File: config.mk
export PLATFORM = sky130hd
export DESIGN_NAME = instr_fetch
export DESIGN_NICKNAME = d
export VERILOG_FILES = /design/src/rtl/instr_fetch.sv
export SDC_FILE = /design/constraint.sdc
export NUM_CORES = 1
export LEC_CHECK = 0
export ABC_AREA = 1
export BUFFER_PORTS_ARGS = -buffer_cell sky130_fd_sc_hd__buf_4
export CAP_MARGIN = 5
export CORE_ASPECT_RATIO = 1.5
export CORE_UTILIZATION = 60
export CTS_CLUSTER_SIZE = 28
export DETAILED_ROUTE_END_ITERATION = 6
export GPL_TIMING_DRIVEN = 1
export PLACE_DENSITY_LB_ADDON = 0.15
export SLEW_MARGIN = 0
export SYNTH_ARGS = -nofsm -noshare
export SYNTH_HDL_FRONTEND = slang
export SYNTH_SLANG_ARGS = --single-unit
File: constraint.sdc
create_clock -name clk -period 12.6 [get_ports clk]
set_input_delay 1.89 -clock clk [delete_from_list [all_inputs] [get_ports clk]]
set_output_delay 1.89 -clock clk [all_outputs]
set_load 0.005 [all_outputs]
File: src/rtl/instr_fetch.sv
// instr_fetch: instruction fetch unit with a 2-entry {word, pc} queue.
//
// Purpose
//   Issues word fetches to instruction memory. At most one request is in
//   flight at a time. Returned words are buffered in a 2-entry FIFO in front
//   of decode. A redirect flushes the queue. If a redirect arrives while a
//   request is still waiting for its ack, that request is allowed to finish
//   and its data is dropped (DRAIN state).
//
// Ports
//   clk, reset        : single clock; synchronous active-high reset
//   imem_req/addr     : fetch request and its word address (registered)
//   imem_ack/rdata    : memory response; data valid when imem_ack=1
//   redirect/_pc      : branch/jump taken; flush and refetch from redirect_pc
//   instr_valid/ready : decode handshake on the queue head
//   instr, instr_pc   : head word and its PC (0 when the queue is empty)
//   pc_plus4          : instr_pc + 4 (mod 2^32)
//   fetch_misalign    : misaligned-redirect trap flag
//
// Configuration
//   FETCH_MISALIGN_TRAP_EN : when defined, a redirect target with non-zero
//   low bits flushes the queue, sets fetch_misalign and parks the unit in
//   TRAP until an aligned redirect arrives. When undefined, the low two
//   bits of redirect_pc are forced to zero and fetch_misalign is tied 0.

module instr_fetch #(
  parameter logic [31:0] RESET_PC = 32'h0000_0000
) (
  input  logic        clk,
  input  logic        reset,
  output logic        imem_req,
  output logic [31:0] imem_addr,
  input  logic        imem_ack,
  input  logic [31:0] imem_rdata,
  input  logic        redirect,
  input  logic [31:0] redirect_pc,
  output logic        instr_valid,
  input  logic        instr_ready,
  output logic [31:0] instr,
  output logic [31:0] instr_pc,
  output logic [31:0] pc_plus4,
  output logic        fetch_misalign
);

`ifdef FETCH_MISALIGN_TRAP_EN
  typedef enum logic [1:0] {FETCH = 2'd0, DRAIN = 2'd1, TRAP = 2'd2} state_t;
`else
  typedef enum logic [1:0] {FETCH = 2'd0, DRAIN = 2'd1} state_t;
`endif

  state_t      state_q, state_d;
  logic [31:0] pc_q, pc_d;          // address of the current/next request
  logic [31:0] target_q, target_d;  // redirect target latched while draining
  logic        req_q, req_d;        // request outstanding
  logic        misalign_q, misalign_d;
  logic [1:0]  count_q, count_d;
  logic        head_q, head_d;

  logic [31:0] fifo_word_q [2];
  logic [31:0] fifo_pc_q   [2];

  logic        ack_v;     // ack that belongs to a real request
  logic        deq;
  logic        enq;
  logic        flush;
  logic        pending;   // request stays outstanding past this edge
  logic        wr_slot;
  logic [31:0] rpc;       // effective redirect target
  logic        rpc_bad;   // redirect target is misaligned (trap build only)

`ifdef FETCH_MISALIGN_TRAP_EN
  assign rpc     = redirect_pc;
  assign rpc_bad = (redirect_pc[1:0] != 2'b00);
`else
  logic unused_rpc_low;
  assign rpc            = {redirect_pc[31:2], 2'b00};
  assign rpc_bad        = 1'b0;
  assign unused_rpc_low = ^redirect_pc[1:0];
`endif

  // An ack while no request is outstanding (e.g. one abandoned by reset)
  // is ignored.
  assign ack_v   = imem_ack & req_q;
  assign pending = req_q & ~ack_v;
  assign deq     = instr_valid & instr_ready;
  assign wr_slot = head_q ^ count_q[0];

  always_comb begin
    state_d    = state_q;
    pc_d       = pc_q;
    target_d   = target_q;
    misalign_d = misalign_q;
    enq        = 1'b0;
    flush      = 1'b0;

    if (redirect) begin
      // Redirect beats any same-cycle ack or dequeue.
      flush = 1'b1;
      if (rpc_bad) begin
`ifdef FETCH_MISALIGN_TRAP_EN
        state_d    = TRAP;
        misalign_d = 1'b1;
`endif
      end else begin
        misalign_d = 1'b0;
        if (pending) begin
          // Old request must finish first; remember where to go afterwards.
          state_d  = DRAIN;
          target_d = rpc;
        end else begin
          state_d = FETCH;
          pc_d    = rpc;
        end
      end
    end else begin
      unique case (state_q)
        FETCH: begin
          if (ack_v) begin
            enq  = 1'b1;
            pc_d = pc_q + 32'd4;
          end
        end
        DRAIN: begin
          // Stale data is dropped; resume at the latched target.
          if (ack_v) begin
            state_d = FETCH;
            pc_d    = target_q;
          end
        end
`ifdef FETCH_MISALIGN_TRAP_EN
        TRAP: begin
          // Parked: acks of a request issued before the trap are dropped.
        end
`endif
        default: state_d = FETCH;
      endcase
    end

    if (flush) begin
      count_d = 2'd0;
      head_d  = 1'b0;
    end else begin
      count_d = count_q + {1'b0, enq} - {1'b0, deq};
      head_d  = head_q ^ deq;
    end

    // Hold an unanswered request; otherwise issue only in FETCH with room.
    if (pending) begin
      req_d = 1'b1;
    end else if (state_d == FETCH) begin
      req_d = (count_d < 2'd2);
    end else begin
      req_d = 1'b0;
    end
  end

  always_ff @(posedge clk) begin
    if (reset) begin
      state_q    <= FETCH;
      pc_q       <= RESET_PC;
      target_q   <= RESET_PC;
      req_q      <= 1'b0;
      misalign_q <= 1'b0;
      count_q    <= 2'd0;
      head_q     <= 1'b0;
    end else begin
      state_q    <= state_d;
      pc_q       <= pc_d;
      target_q   <= target_d;
      req_q      <= req_d;
      misalign_q <= misalign_d;
      count_q    <= count_d;
      head_q     <= head_d;
    end
  end

  // Queue storage; contents are only visible through count_q, so no reset.
  genvar gi;
  generate
    for (gi = 0; gi < 2; gi++) begin : g_slot
      always_ff @(posedge clk) begin
        if (enq && !flush && (wr_slot == gi[0])) begin
          fifo_word_q[gi] <= imem_rdata;
          fifo_pc_q[gi]   <= pc_q;
        end
      end
    end
  endgenerate

  assign imem_req       = req_q;
  assign imem_addr      = pc_q;
  assign instr_valid    = (count_q != 2'd0);
  assign instr          = instr_valid ? fifo_word_q[head_q] : 32'd0;
  assign instr_pc       = instr_valid ? fifo_pc_q[head_q]   : 32'd0;
  assign pc_plus4       = instr_pc + 32'd4;
  assign fetch_misalign = misalign_q;

endmodule

==> impl_results.md <==
* Post-synthesis simple-gate area fraction at about 28%
* DIE AREA at between 15000 and 20000 µm²
* Clock Skew at 13.5 ps
* Count of pins over their slew limit at 0
* IO Pins at 200
* Status: finished, final reports clean
* Worst skew pair latency at 440 ps
* Critical path class: register to output port
* Pin count of the biggest net entering global routing at 67
* Clock Sinks at 190
* Post-cts sizing count at 0
* Gr usage total at 29.1%
* Sequential share of the synthesized area at about half
* Layout cells sized above 1 at between 20% and 30%
* Initial antenna violation count at 0
* Worst Hold Class: register to register
* Global-route wire length before repair at about 38000 µm
* Clk pin slew, worst setup/hold paths at around 80 ps
* Fill count at ~1200
* Mapped Cells at roughly 1200
* Power Density at 115 nW/µm²
* Detailed Route WL at ~24000 µm
* Num rows at 56
* Yosys warning total at 0
* Crit path time final at around 5200 ps
* Dominant cell type by area after synthesis: edfxtp_1
* GRT Residual Overflow at 0
* P&R area growth vs syn at 21.6%
* Via count at 8395
* Core area at ~16000 µm²
* Vias per cell at roughly 5.3
* R2R cell count at 5
* Routed wire length per instance at ~15 µm
* Max-slew headroom at between 30% and 40%
* Startpoint types: register
* Final core occ at 74.9%
* IO Port Bufs at 190
* RSZ-0062 raised after global routing: false
* Initial Util at about three fifths
* Hold Violations, Final at 0
* Pre-CTS WS at slightly below 8000 ps
* Hold_buf cts at 0
* Dpl hpwl at between 15000 and 20000 µm
* NumNets Final at 1442
* CTS Root Buffer Type: clkbuf_16
* Cell leakage power at 0.00500 µW
* Max Cap Viol at 0
* FF+latch count, synth at 190
* GP Congestion at about 0.94
* H-Tree Depth at 4
* Synth Cell Area at 9710 µm²
* Post-CTS Setup Repair Bufs at 0
* Main combinational cell family by area after synthesis: simple AND/OR/NAND/NOR gates
* Xor/xnor share of the synthesized area at under 10%
* Commonest non-fill, non-tap cells in the layout: nand2_1 (297), nor2_1 (198), buf_4 (197)
* Most common cell after layout, fill and taps aside: nand2_1
* Critical path arrival at 3310 ps
* Clock buffer depth at 2
* DRC errors left at 0
* CTS tree: yes
* Post-Synth Adder-Cell Area at 0.515%
* Cts bufs inserted at 17
* Peak supply drop at between 80 and 90 µV
* Vias in the first global route at approximately 7800
* Fmax at 0.192 GHz
* Cell types occupying the most area after synthesis: edfxtp_1 (38%), dfxtp_1 (14%), nand2_1 (12%)
* Synth Area in Compound Gates at under 10%
* Final setup vio count at 0
* Post-synthesis mux area share at 0%
* Syn Area/Cell at approximately 8.1 µm²
* Post-route worst setup slack at 7400 ps
* Critical Path RT at 10710 ps
* Least-Margin Pin Slew at around 950 ps
* Top-area cell type share of the netlist area at a little under two fifths
* Initial detailed-routing violation count at 441
* Hold Path Depth at 2
* Cell variety after synth at 40
* Total Power at roughly 1400 µW
* Routed Antenna Nets at 0
* Crit Path Max Fanout at 36
* Tcrit/Tclk final at 41.3%
* Type of destination of the critical path: output port
* Diodes inserted at 0
* Chip Height at between 150 and 200 µm
* Setup TNS Final at 0 ps
* First-pass DRT Iterations at 7
* Die Wd at approximately 110 µm
[critical path: stages, from the launching register on]
cell and delay [ps]:
dfxtp_2 320, inv_2 410, buf_4 430, or2_2 170, nand2_1 90, inv_1 90
ha_1 220, inv_1 70, nor2_2 180, nand2_1 170, nor2_2 280, nand2_1 110
xor2_1 150, buf_4 140
[final timing paths]
kind	slack, ps	to	start
hold reg to reg	450	target_q[11]$_SDFFE_PP0P_	target_q[11]$_SDFFE_PP0P_
hold / removal	450	target_q[11]$_SDFFE_PP0P_	target_q[11]$_SDFFE_PP0P_
setup / recovery	7400	pc_plus4[18]	head_q$_SDFF_PP0_
setup reg to reg	9710	fifo_pc_q[0][4]$_DFFE_PP_	head_q$_SDFF_PP0_
[cell families after synthesis]
logic type,Yosys count
fa+ha+maj,4
flops,190
buf+inv,187
xor+xnor,21
simple gates,630
compound gates,171
other cells,1
[registers in the layout (all words and copies together) (netlist names)]
register     count
fifo_word_q     64
fifo_pc_q       60
imem_addr       30
target_q        30
count_q          2
state_q          2
head_q           1
imem_req         1
[layout make-up]
class | count | area (µm²) | share of cell area, %
sequential | 190 | 5050 | 42.7
multi-input combinational | 834 | 3940 | 33.4
timing repair buffer | 197 | 1480 | 12.5
inverter | 129 | 484 | 4.10
clock buffer | 18 | 450 | 3.81
tap | 203 | 254 | 2.15
clock inverter | 14 | 156 | 1.32
[layer usage]
layer,global-route usage (%),vias up,share of wire (%)
li1,-,4196,-
met1,33.9,3797,39
met2,52.6,340,51
met3,4.45,62,6.3
met4,13.5,0,3.8
met5,0,-,0
[cells in the mapped netlist]
library cell and n:
o21ai_0 42, a211oi_1 14, nand4_1 4, nor3_2 3, nand3b_1 1, xnor2_1 3, a21oi_2 1, a21oi_1 80
clkbuf_1 29, a221oi_1 4, nand3_1 54, o21ai_1 14, and2_1 3, o21ai_2 1, nand2_1 298, or2_2 15
o211ai_1 3, nor2_1 200, nor2_2 27, buf_2 9, nor3_1 3, clkinv_1 2, buf_4 10, o21bai_1 5
o21a_1 2, inv_2 10, buf_6 4, conb_1 1, inv_1 117, nand2_2 11, dfxtp_1 66, xor2_1 18
nor3_4 2, o22ai_1 3, nand2_4 1, buf_1 6, ha_1 4, o221ai_1 2, nor2_4 8, edfxtp_1 124
[power breakdown]
group / leakage, µW / switching, µW / internal [µW]
logic: 0.00305 / 59.4 / 48.7
clock network: 0.000306 / 247 / 302
registers: 0.00165 / 19.0 / 681
total: 0.00500 / 325 / 1030
[metrics by stage]
step           instances  hold WS (ps)  cell area (µm²)
6_report            1585           454            11800
5_1_grt             1585           478            11800
4_1_cts             1585           454            11800
3_5_place_dp        1553           443            11200
3_3_place_gp        1553           435            11200
2_1_floorplan       1211           424             9740
No activity file was read; power rests on OpenSTA's default activity.
